===== src/rtl/sprite_pkg.sv =====
// Shared sprite-path types and constants: pixel/address types, ROM size, arbiter states.
package sprite_pkg;

    localparam int PIX_W           = 12;
    localparam int SPRITE_ADDR_W   = 8;
    localparam int SPRITE_ROM_SIZE = 240;

    typedef logic [PIX_W-1:0]         pixel_t;
    typedef logic [SPRITE_ADDR_W-1:0] sprite_addr_t;

    localparam pixel_t PIX_TRANSPARENT = 12'h000;

    typedef enum logic {
        IDLE_RR = 1'b0,
        LOCKED  = 1'b1
    } arb_state_e;

endpackage


===== src/rtl/rr_pick.sv =====
// Round-robin priority picker: first set req bit at or above ptr, wrapping modulo N.
// Latency: combinational.
// Backpressure: none; the caller owns ptr and decides when it advances.
module rr_pick
    import sprite_pkg::*;
#(
    parameter int N     = 2,
    parameter int IDX_W = 1
) (
    input  logic [N-1:0]     req,
    input  logic [IDX_W-1:0] ptr,
    output logic [N-1:0]     onehot,
    output logic [IDX_W-1:0] idx,
    output logic             any
);

    logic [IDX_W-1:0] pos;

    always_comb begin
        onehot = '0;
        idx    = '0;
        any    = 1'b0;
        pos    = '0;
        for (int k = 0; k < N; k++) begin
            pos = IDX_W'((int'(ptr) + k) % N);
            if (!any && req[pos]) begin
                any         = 1'b1;
                onehot[pos] = 1'b1;
                idx         = pos;
            end
        end
    end

endmodule


===== src/rtl/sprite_rom_arbiter.sv =====
// Round-robin arbiter sharing one sync sprite ROM, with LOCK_MAX-bounded burst locks (SPRITE_ROM_ADDR_CHECK_EN adds range check).
// Latency: grant combinational; rvalid/rdata exactly one cycle after gnt, one read per cycle.
// Backpressure: a requester holds req until gnt; no response-side stall exists.
module sprite_rom_arbiter
    import sprite_pkg::*;
#(
    parameter int NUM_REQ    = 2,
    parameter int DATA_WIDTH = PIX_W,
    parameter int ADDR_WIDTH = SPRITE_ADDR_W,
    parameter int ROM_SIZE   = SPRITE_ROM_SIZE,
    parameter int LOCK_MAX   = 16
) (
    input  logic                          clk,
    input  logic                          reset_n,
    input  logic [NUM_REQ-1:0]            req,
    input  logic [NUM_REQ-1:0]            lock,
    input  logic [NUM_REQ*ADDR_WIDTH-1:0] req_addr,
    output logic [NUM_REQ-1:0]            gnt,
    output logic [NUM_REQ-1:0]            rvalid,
    output logic [DATA_WIDTH-1:0]         rdata,
    output logic [NUM_REQ-1:0]            err,
    output logic [ADDR_WIDTH-1:0]         rom_addr,
    input  logic [DATA_WIDTH-1:0]         rom_data
);

    localparam int IDX_W = (NUM_REQ > 1) ? $clog2(NUM_REQ) : 1;
    localparam int CNT_W = $clog2(LOCK_MAX + 1);

    arb_state_e        state_q, state_d;
    logic [IDX_W-1:0]  owner_q, owner_d;
    logic [IDX_W-1:0]  rr_ptr_q, rr_ptr_d;
    logic [CNT_W-1:0]  burst_cnt_q, burst_cnt_d;
    logic [NUM_REQ-1:0] rvalid_q;

    logic [NUM_REQ-1:0]    pick_oh;
    logic [IDX_W-1:0]      pick_idx;
    logic                  pick_any;
    logic                  lock_cont;
    logic                  any_gnt;
    logic [IDX_W-1:0]      gnt_idx;
    logic [ADDR_WIDTH-1:0] addr_arr [NUM_REQ];
    logic [ADDR_WIDTH-1:0] sel_addr;
    logic                  oob;

    for (genvar i = 0; i < NUM_REQ; i++) begin : g_addr
        assign addr_arr[i] = req_addr[i*ADDR_WIDTH +: ADDR_WIDTH];
    end

    rr_pick #(
        .N     (NUM_REQ),
        .IDX_W (IDX_W)
    ) u_rr_pick (
        .req    (req),
        .ptr    (rr_ptr_q),
        .onehot (pick_oh),
        .idx    (pick_idx),
        .any    (pick_any)
    );

    // The owner keeps the ROM only while it still asks, still locks and has burst budget left.
    assign lock_cont = (state_q == LOCKED) && req[owner_q] && lock[owner_q]
                       && (burst_cnt_q < CNT_W'(LOCK_MAX - 1));

    always_ff @(posedge clk or negedge reset_n) begin
        if (!reset_n) begin
            state_q     <= IDLE_RR;
            owner_q     <= '0;
            rr_ptr_q    <= '0;
            burst_cnt_q <= '0;
            rvalid_q    <= '0;
        end else begin
            state_q     <= state_d;
            owner_q     <= owner_d;
            rr_ptr_q    <= rr_ptr_d;
            burst_cnt_q <= burst_cnt_d;
            rvalid_q    <= gnt;
        end
    end

    always_comb begin
        state_d     = state_q;
        owner_d     = owner_q;
        rr_ptr_d    = rr_ptr_q;
        burst_cnt_d = burst_cnt_q;
        if (lock_cont) begin
            burst_cnt_d = burst_cnt_q + CNT_W'(1);
        end else if (pick_any) begin
            rr_ptr_d    = (pick_idx == IDX_W'(NUM_REQ - 1)) ? '0 : pick_idx + IDX_W'(1);
            burst_cnt_d = '0;
            owner_d     = pick_idx;
            state_d     = lock[pick_idx] ? LOCKED : IDLE_RR;
        end else begin
            state_d     = IDLE_RR;
            burst_cnt_d = '0;
        end
    end

    // Outputs are gated by reset_n so an asserted reset silences gnt and rom_addr at once.
    always_comb begin
        gnt     = '0;
        gnt_idx = '0;
        any_gnt = 1'b0;
        if (reset_n) begin
            if (lock_cont) begin
                gnt[owner_q] = 1'b1;
                gnt_idx      = owner_q;
                any_gnt      = 1'b1;
            end else if (pick_any) begin
                gnt     = pick_oh;
                gnt_idx = pick_idx;
                any_gnt = 1'b1;
            end
        end
    end

    assign sel_addr = addr_arr[gnt_idx];
    assign rom_addr = (any_gnt && !oob) ? sel_addr : '0;
    assign rvalid   = rvalid_q;

`ifdef SPRITE_ROM_ADDR_CHECK_EN
    localparam logic [ADDR_WIDTH:0] ROM_LIMIT = ROM_SIZE[ADDR_WIDTH:0];

    logic [NUM_REQ-1:0] err_q;

    assign oob = any_gnt && ({1'b0, sel_addr} >= ROM_LIMIT);

    always_ff @(posedge clk or negedge reset_n) begin
        if (!reset_n) begin
            err_q <= '0;
        end else begin
            err_q <= oob ? gnt : '0;
        end
    end

    assign err   = err_q;
    // Out-of-range reads return a transparent pixel instead of whatever sits at ROM address 0.
    assign rdata = ((|rvalid_q) && !(|err_q)) ? rom_data : DATA_WIDTH'(PIX_TRANSPARENT);
`else
    logic [31:0] unused_rom_size;

    assign unused_rom_size = ROM_SIZE;
    assign oob   = 1'b0;
    assign err   = '0;
    assign rdata = (|rvalid_q) ? rom_data : DATA_WIDTH'(PIX_TRANSPARENT);
`endif

endmodule


===== config.mk =====
export PLATFORM = sky130hd
export DESIGN_NAME = sprite_rom_arbiter
export DESIGN_NICKNAME = d
export VERILOG_FILES = /design/src/rtl/sprite_pkg.sv /design/src/rtl/rr_pick.sv /design/src/rtl/sprite_rom_arbiter.sv
export SDC_FILE = /design/constraint.sdc
export NUM_CORES = 1
export LEC_CHECK = 0
export CORE_MARGIN = 5
export CORE_UTILIZATION = 29
export DETAILED_ROUTE_END_ITERATION = 10
export GPL_TIMING_DRIVEN = 0
export PLACE_DENSITY = 0.73
export SYNTH_ARGS = -nofsm -noshare
export SYNTH_HDL_FRONTEND = slang
export SYNTH_SLANG_ARGS = --single-unit

===== constraint.sdc =====
create_clock -name clk -period 1.3 [get_ports clk]
set_input_delay 0.13 -clock clk [delete_from_list [all_inputs] [get_ports clk]]
set_output_delay 0.13 -clock clk [all_outputs]
set_load 0.01 [all_outputs]

### Yosys cells after proc, flatten, opt, wreduce, memory -nomap -nowiden

Index checks and enable logic that the tools add are counted.

| word-level totals | value |
|---|---|
| register bits after elaboration | 10 |
| word-level logic and storage cells | 70 |

| operators by class | value |
|---|---|
| add/sub/neg operators | 3 |
| magnitude comparators | 9 |
| muxes and demuxes | 40 |
| bitwise operators | 3 |
| reductions and logical operators | 10 |

Operators by type and width:

| operator | number |
|---|---|
| $mux W8 | 4 |
| $mux W1 | 26 |
| $mux W12 | 1 |
| $mux W2 | 5 |
| $lt A1 B2 Y1 const B | 4 |
| $logic_and A1 B1 Y1 | 7 |
| $add A5 B1 Y5 const B | 1 |
| $lt A5 B4 Y1 const B | 1 |
| $mux W5 | 1 |
| $demux W1 S1 | 3 |
| $ge A1 B1 Y1 const B | 3 |
| $add A1 B1 Y1 const B | 2 |
| $ge A2 B2 Y1 const B | 1 |
| $not A1 Y2 | 1 |
| $or A2 B2 Y2 | 1 |
| $reduce_and A2 Y1 | 1 |
| $reduce_or A2 Y1 | 1 |
| $logic_not A1 Y1 | 1 |
| $not A1 Y1 | 1 |

### Depth between registers and ports, before layout

| depth | value |
|---|---|
| word-level depth | 14 |
| depth in mapped cells | 5 |
| gate-level depth less buffers | 4 |

### By module

A second synthesis with hierarchy kept.

| second synthesis, totals | value |
|---|---|
| cells, all modules | 92 |
| area total of the unflattened synthesis | 857.1 sq um |

By module, submodules not included:

| module | instances | cells an instance | area an instance (sq um) | sequential area each (sq um) |
|---|---|---|---|---|
| sprite_rom_arbiter | 1 | 87 | 824.5 | 250.2 |
| rr_pick | 1 | 5 | 32.5 | 0.0 |

### Worst setup path after synthesis

No wires, ideal clock.

| timing | value |
|---|---|
| path type | register to output |
| start | register owner_q |
| end | output port rom_addr[0] |
| arrival time | 1403 ps |
| required time | 1170 ps |
| setup slack | -233 ps |
| cell stages (with the launch flop) | 6 |
| buffers on the path | 1 |
| path through | dfrtp_1 > and3_2 > o211ai_4 > a21bo_1 > buf_6 > mux2i_1 |

| between the ends | value |
|---|---|
| longest elaborated chain between the ends | 12 |
| elaborated cells between the ends (all ways) | 16 |

Ends and longest elaborated chain:

| element | RTL line | source |
|---|---|---|
| from (decl) | sprite_rom_arbiter.sv:30 | `logic [IDX_W-1:0] owner_q, owner_d;` |
| from (signal assigned) | sprite_rom_arbiter.sv:73 | `owner_q <= owner_d;` |
| $mux W1 (implied by the code) (2 in a row) | sprite_rom_arbiter.sv:61 | `assign lock_cont = (state_q == LOCKED) && req[owner_q] && lock[owner_q]` |
| $logic_and A1 B1 Y1 (2 in a row) | sprite_rom_arbiter.sv:61 |  |
| $logic_and A1 B1 Y1 | sprite_rom_arbiter.sv:62 | `&& (burst_cnt_q < CNT_W'(LOCK_MAX - 1));` |
| $mux W1 | sprite_rom_arbiter.sv:104 | `if (lock_cont) begin` |
| $mux W1 | sprite_rom_arbiter.sv:103 | `if (reset_n) begin` |
| $not A1 Y2 (implied by the code) | sprite_rom_arbiter.sv:116 | `assign sel_addr = addr_arr[gnt_idx];` |
| $mux W8 (implied by the code) (3 in a row) | sprite_rom_arbiter.sv:116 |  |
| $mux W8 (*) | sprite_rom_arbiter.sv:117 | `assign rom_addr = (any_gnt && !oob) ? sel_addr : '0;` |
| to (decl) | sprite_rom_arbiter.sv:22 | `output logic [ADDR_WIDTH-1:0] rom_addr,` |

Mark *: on every way between the ends. The rest lies on a longest branch, timed or not. The select of a mux whose other input is x is not followed.

### Worst setup path after layout

| timing | value |
|---|---|
| start | register owner_q |
| end | output port rom_addr[7] |

The elaborated chain is that of the path after synthesis.

==> results.yml <==
status:
  outcome: "finished with violations"
  violations: "setup timing"
worst_setup_path:
  crit_slowest_cell: "dfrtp_1"
  crit_chain: "and3b_4 > a31oi_1 > a21bo_2 > buf_6 > mux2i_1 > buf_2"
  critical_path.max_fanout: 5
  crit_arrival_ns: 1.78
  cp-start-kind: "flip-flop"
  max_stage_delay_ns: 0.39
  r2r_slack_ns: -0.20
  worst-path-buf-inv: 2
  criticalPathCategory: "reg -> out"
  cp_data_required_time_ns: 1.17
  cp.depth: 6
  critical_path.endpoint_type: "output pin"
  r2r_cells: 7
  crit_family: "flip-flops"
timing:
  fmax_mhz: 523
  whs_ns: 0.316
  relSlewSlack: 0.659
  post-route-period-util: 1.47
  finalWorstPathRequiredPeriod_ns: 1.91
  finalSetupTns_ns: -7.98
  setup_viol: 28
  skew_ns: 0.00392
  worst_pin_slew_ns: 0.507
  rsz0062_at_grt: "true"
  setup_ws_ns: -0.612
  hold_violations: 0
  slew_viol_final: 0
final_layout:
  antenna_cells: 0
  area_delta_synth_final_pct: 120
  fin_area_um2: 1630
  fillers: 188
  nNetsFinal: 206
  final_layout_size_suffix_gt1_frac: 0.418
  utilization: 0.663
logic_synthesis:
  yosysSeqAreaShare: 0.338
  yosysWarnings: 0
  synth_top_cell_area_share: 0.338
  ys.flop_type: "dfrtp_1"
  synth_area_um2: 739
  synthTopCellsByArea: "dfrtp_1 34%, mux2i_1 11%, nor2b_1 10%"
  yosys.area.top_type: "dfrtp_1"
  syn_avg_cell_area_um2: 8.60
  synthArstFlopShare: 1.00
  syn_inst: 86
  synth_edf_count: 0
  synth_cell_types: 28
  ys_seq_elements: 10
power:
  swShare: 0.309
  p_leak_uw: 0.000865
  irDropWorstVdd_mv: 0.689
  p_int_uw: 945
  power.density_nw_per_um2: 840
  seqPwrFrac: 0.264
  p_total_uw: 1370
  combPwrFrac: 0.533
  clkPwrFrac: 0.203
  power.switching_uw: 423
cts:
  clock-sinks: 10
  cts_tree: "yes"
  clock_path_buffers: 2
  numCtsBuffers: 3
  insertion_delay_ns: 0.27
  cts_root_buf: "clkbuf_4"
  htreeDepth: 1
  path_clk_slew_ns: 0.06
detailed_routing:
  wl_mm: 2.96
  avgRoutedWirePerCell_um: 14.8
  via_per_inst: 4.61
  vias: 921
  dr.pass1.iters: 2
  postRouteAntennaNets: 0
  drt_iter0_drc: 22
  drcViolationCount: 0
floorplan:
  rows: 18
  die_y_um: 60.5
  die_w_um: 60.5
  top_level_ports: 60
  core_region_area_um2: 2450
  die_area_um2: 3660
  start_util: 0.301
global_route:
  antenna_found_initial: 0
  grt_pass1_vias: 923
  grtUsageTotal: 0.155
  grt.overflow.total: 0
  grt_pass1_wl_mm: 4.14
  grt_max_degree: 11
placement:
  gp_congestion: 0.749
  io_buffers: 57
  hpwl_mm: 2.00
  place_area_um2: 1350
worst_hold_path:
  hold_class: "in -> reg"
  hold_depth: 3
run:
  maxCapViolCount: 0
## layout make-up
class                           count  area, um^2  area share
Buffer                              4        41.3      0.0254
Multi-Input combinational cell     63         500       0.307
Clock buffer                        4        36.3      0.0223
Sequential cell                    10         251       0.154
Timing Repair Buffer               79         721       0.443
Inverter                           10        40.0      0.0246
Tap cell                           30        37.5      0.0231
## worst reg2reg max path: stages, from the launching register on
cell	delay, ns
dfrtp_1	0.39
and3b_4	0.33
o211ai_4	0.08
buf_4	0.15
buf_6	0.11
buf_8	0.13
a21oi_2	0.13
a21oi_2	0.05
## logic make-up after synthesis
kind of cell | share of synthesized area
buf+inv | 0.0914
other cells | 0.00507
compound gates | 0.134
xor+xnor | 0.0118
flops | 0.338
fa+ha+maj | 0.0169
simple gates | 0.294
mux | 0.108
## power by group through the flow
stage,Sequential (uW),Combinational [uW],Clock [uW]
finish,362,728,277
global route,364,776,293
CTS,360,626,283
detailed placement,365,515,0
global placement,363,507,0
floorplan,364,221,0
## layer usage
layer  GRT usage  routed length [um]  vias to the layer above  share of wire
met4      0.0650                  42                        0          0.014
li1            -                   -                      445              -
met3      0.0617                 335                        5           0.11
met1       0.133                 927                      432           0.31
met2       0.312                1660                       39           0.56
met5           0                   0                        -              0
## final timing paths
path,to,from
max in group asynchronous,burst_cnt_q[2],reset_n
min in group asynchronous,burst_cnt_q[4],reset_n
setup reg to reg,owner_q,owner_q
setup / recovery,rom_addr[7],owner_q
hold reg to reg,rr_ptr_q,rr_ptr_q
hold / removal,rvalid[0],reset_n
## placed cells by master (no fill, tap or decap), drive strengths merged
cell	synthesis	layout
a21bo	1	1
a21oi	4	4
dlygate4sd3	0	1
conb	1	2
and2b	1	1
o2bb2ai	1	1
nand2	12	12
clkbuf	1	4
and3	1	1
dfrtp	10	10
nor2b	12	12
a21boi	1	1
xnor2	1	1
mux2i	8	8
o211ai	1	1
o211a	1	1
nor2	7	7
ha	1	1
buf	3	47
a2bb2oi	1	1
dlygate4sd2	0	4
a31oi	2	2
clkdlybuf4s50	0	31
and2	1	1
nand3	2	2
nand4	1	1
nand2b	1	1
and3b	1	1
inv	10	10
## timing repair
item,CTS,global route
hold buffers,1,0
hold endpoints to repair,10,0
setup endpoints to repair,25,27
buffers inserted,17,5
pin swaps,4,2
gates resized for setup,114,31
cloned,2,0
## sequential cells by signal (all words and copies together), names as in the netlist
name	count
burst_cnt_q	5
owner_q	1
rvalid	2
state_q	1
rr_ptr_q	1
## Yosys cell counts, drive strengths merged (2+ instances only)
cell    n
nand3   2
a21oi   4
buf     3
mux2i   8
nor2b  12
nor2    7
a31oi   2
dfrtp  10
inv    10
nand2  12
## stage by stage
step / std cells / worst slack (ns)
after CTS: 198 / -0.614
final: 200 / -0.612
after global routing: 200 / -0.705
after detailed placement: 174 / -1.19
after floorplan: 87 / -0.233
after global placement: 174 / -1.14
No activity file was read; power rests on OpenSTA's default activity.
==> RTL change: new RTL, config.mk and constraints unchanged <==
The option `SPRITE_ROM_ADDR_CHECK_EN` is turned on by a define.
--- a/src/rtl/sprite_rom_arbiter.sv
+++ b/src/rtl/sprite_rom_arbiter.sv
@@ -2,4 +2,6 @@
 // Latency: grant combinational; rvalid/rdata exactly one cycle after gnt, one read per cycle.
 // Backpressure: a requester holds req until gnt; no response-side stall exists.
+`define SPRITE_ROM_ADDR_CHECK_EN
+
 module sprite_rom_arbiter
     import sprite_pkg::*;
Behaviour: not the same (a bounded check fails within 4 cycles, from zero or initial values and one cycle with reset_n low).
==> RTL change against the unedited design <==
The run still ends with negative setup slack left; clock power rose by 6%; area after synthesis grew 9.3%; non-clock buffer count rose by 2; sequential cell count grew 2; worst hold slack worse by 0.15 ns; first-iteration DRC count grew 64%; worst setup slack worse by 0.32 ns; largest power group unchanged; cell area increased by 8.3%; routed wire length up 18%; total power rose by 13%; critical path depth grew 1; global-route usage is 1.3 points higher.
==> RTL change: results (changes against the unedited design) <==
- Post-Syn Nets: 128
- Wire length per cell: 16.7 um (was 14.8 um)
- IO Port Bufs: 58 (was 57)
- First-pass DRT Iterations: 4 (was 2)
- Worst reg-to-reg setup slack: -0.70 ns (was -0.20 ns)
- Synth warn: 0 (unchanged)
- Final setup fails: 34 (was 28)
- Clk buf depth: 2 (unchanged)
- Asr flop ratio synth: 100% (unchanged)
- Later-pin clock latency in the skew report: 0.27 ns (about the same)
- Register area share after synthesis: 37.2% (was 33.8%)
- Distinct cells, synth: 30 (was 28)
- Synth top area cells: dfrtp_1, and2_1, mux2i_1 (was dfrtp_1, mux2i_1, nor2b_1)
- Total Nets Final: 214 (was 206)
- Ys flop type: dfrtp_1 (unchanged)
- Fin crit share: 172% (was 147%)
- First-pass GRT wire length: 5.33 mm (was 4.14 mm)
- VDD IR-drop max: 667 uV (was 689 uV)
- Setup ws final: -0.931 ns (was -0.612 ns)
- Clock transition at path regs: 0.07 ns
- Number of flip-flops in the largest register: 5 (unchanged)
- Antenna violations before repair: 0 (unchanged)
- Total GRT Usage: 16.8% (was 15.5%)
- Static leakage: 0.000808 uW (was 0.000865 uW)
- Most instantiated cells after synthesis: nor2_1, and2_1, dfrtp_1 (was nand2_1, nor2b_1, dfrtp_1)
- Hold Crit Class: primary input to flip-flop (unchanged)
- Post-DP HPWL: 2.14 mm (was 2.00 mm)
- Number of diodes: 0 (unchanged)
- CTS root buf: clkbuf_4 (unchanged)
- H-Tree Depth: 1 (unchanged)
- Critical Path AT: 2.10 ns (was 1.78 ns)
- CP Max Fanout: 5 (unchanged)
- Placer Congestion: 0.839 (was 0.749)
- Fin Setup TNS: -16.73 ns (was -7.98 ns)
- Final Skew: 0.000712 ns (was 0.00392 ns)
- Failing checks: negative setup slack (unchanged)
- Most flops, register: burst_cnt_q (unchanged)
- CTS buffer count: 3 (unchanged)
- Status: finished, violations left (unchanged)
- Vias: 1062 (was 921)
- Iteration-0 DRC Markers: 36 (was 22)
- Pin count of the biggest net entering global routing: 19 (was 11)
- Slew margin rel.: 65.0% (was 65.9%)
- Placed inst area: 1430 um^2 (was 1350 um^2)
- Layout cells sized above 1: 44.4% (was 41.8%)
==> RTL change: cell count changes in the layout (fill, tap and decap cells not counted), sizes merged, moves of 3 or more <==
cell    change
nor2        +9
nand2      -10
nand3       +3
a31oi       +3
and2       +12
clkbuf      +3
nor2b       -9
inv         -8
==> RTL change: timing repair <==
item	in CTS	in global routing
setup endpoints to repair	35	34
pin swaps	13	9
resized for setup	123	29
gates cloned	1	2
hold endpoints to repair	12	12
setup buffers	14	6
==> RTL change: cell type report <==
cell class                 instances  area [um^2]
multi-input combinational         75          576
tap                               31         38.8
fill                             224          947
clock buffer                       4         36.3
buffer                             4         55.1
inverter                           2         7.51
timing repair buffer              81          749
sequential                        12          300
==> RTL change: cell families after synthesis <==
group,synth area share [%]
AND/OR/NAND/NOR,32.4
AO/OA/AOI/OAI,14.1
flip-flops,37.2
multiplexers,9.91
buffers and inverters,3.87
XOR/XNOR,1.08
adder cells (fa/ha/maj),1.55
==> RTL change: path summary, 6_finish.rpt <==
kind,startpoint,end,depth (start not counted)
worst min register to register,burst_cnt_q[0],burst_cnt_q[0],1
worst max-delay path,owner_q,rom_addr[2],7
min in group asynchronous,reset_n,burst_cnt_q[0],2
max in group asynchronous,reset_n,rvalid[1],2
worst min-delay path,req[1],rr_ptr_q,2
worst max register to register,owner_q,err[0],8
==> RTL change: metal layers <==
metal	global-route usage [%]	routed length (um)
met1	19.1	1350
met2	29.4	1850
met3	5.40	243
met5	0	0
met4	5.57	50
==> RTL change: through the flow <==
step | worst slack [ns] | cells | power (uW) | hold slack [ns]
final | -0.931 | 209 | 1540 | 0.167
after global routing | -1.04 | 209 | 1630 | 0.180
after CTS | -0.959 | 201 | 1400 | -0.133
after detailed placement | -1.74 | 182 | 963 | 0.438
after global placement | -1.64 | 182 | 952 | 0.439
after floorplan | -0.479 | 93 | 667 | -0.166
==> RTL change: power by group <==
part | internal, uW | switching [uW] | total, uW
sequential | 405 | 26.2 | 431
combinational | 498 | 316 | 814
clock | 170 | 125 | 295
==> RTL change: critical path, cell delays in order, from the launching register on <==
cell,delay [ns]
dfrtp_1,0.41
nand3b_1,0.21
a2111o_1,0.41
a22o_1,0.25
buf_6,0.14
mux2i_2,0.19
nor2_1,0.06
buf_2,0.15
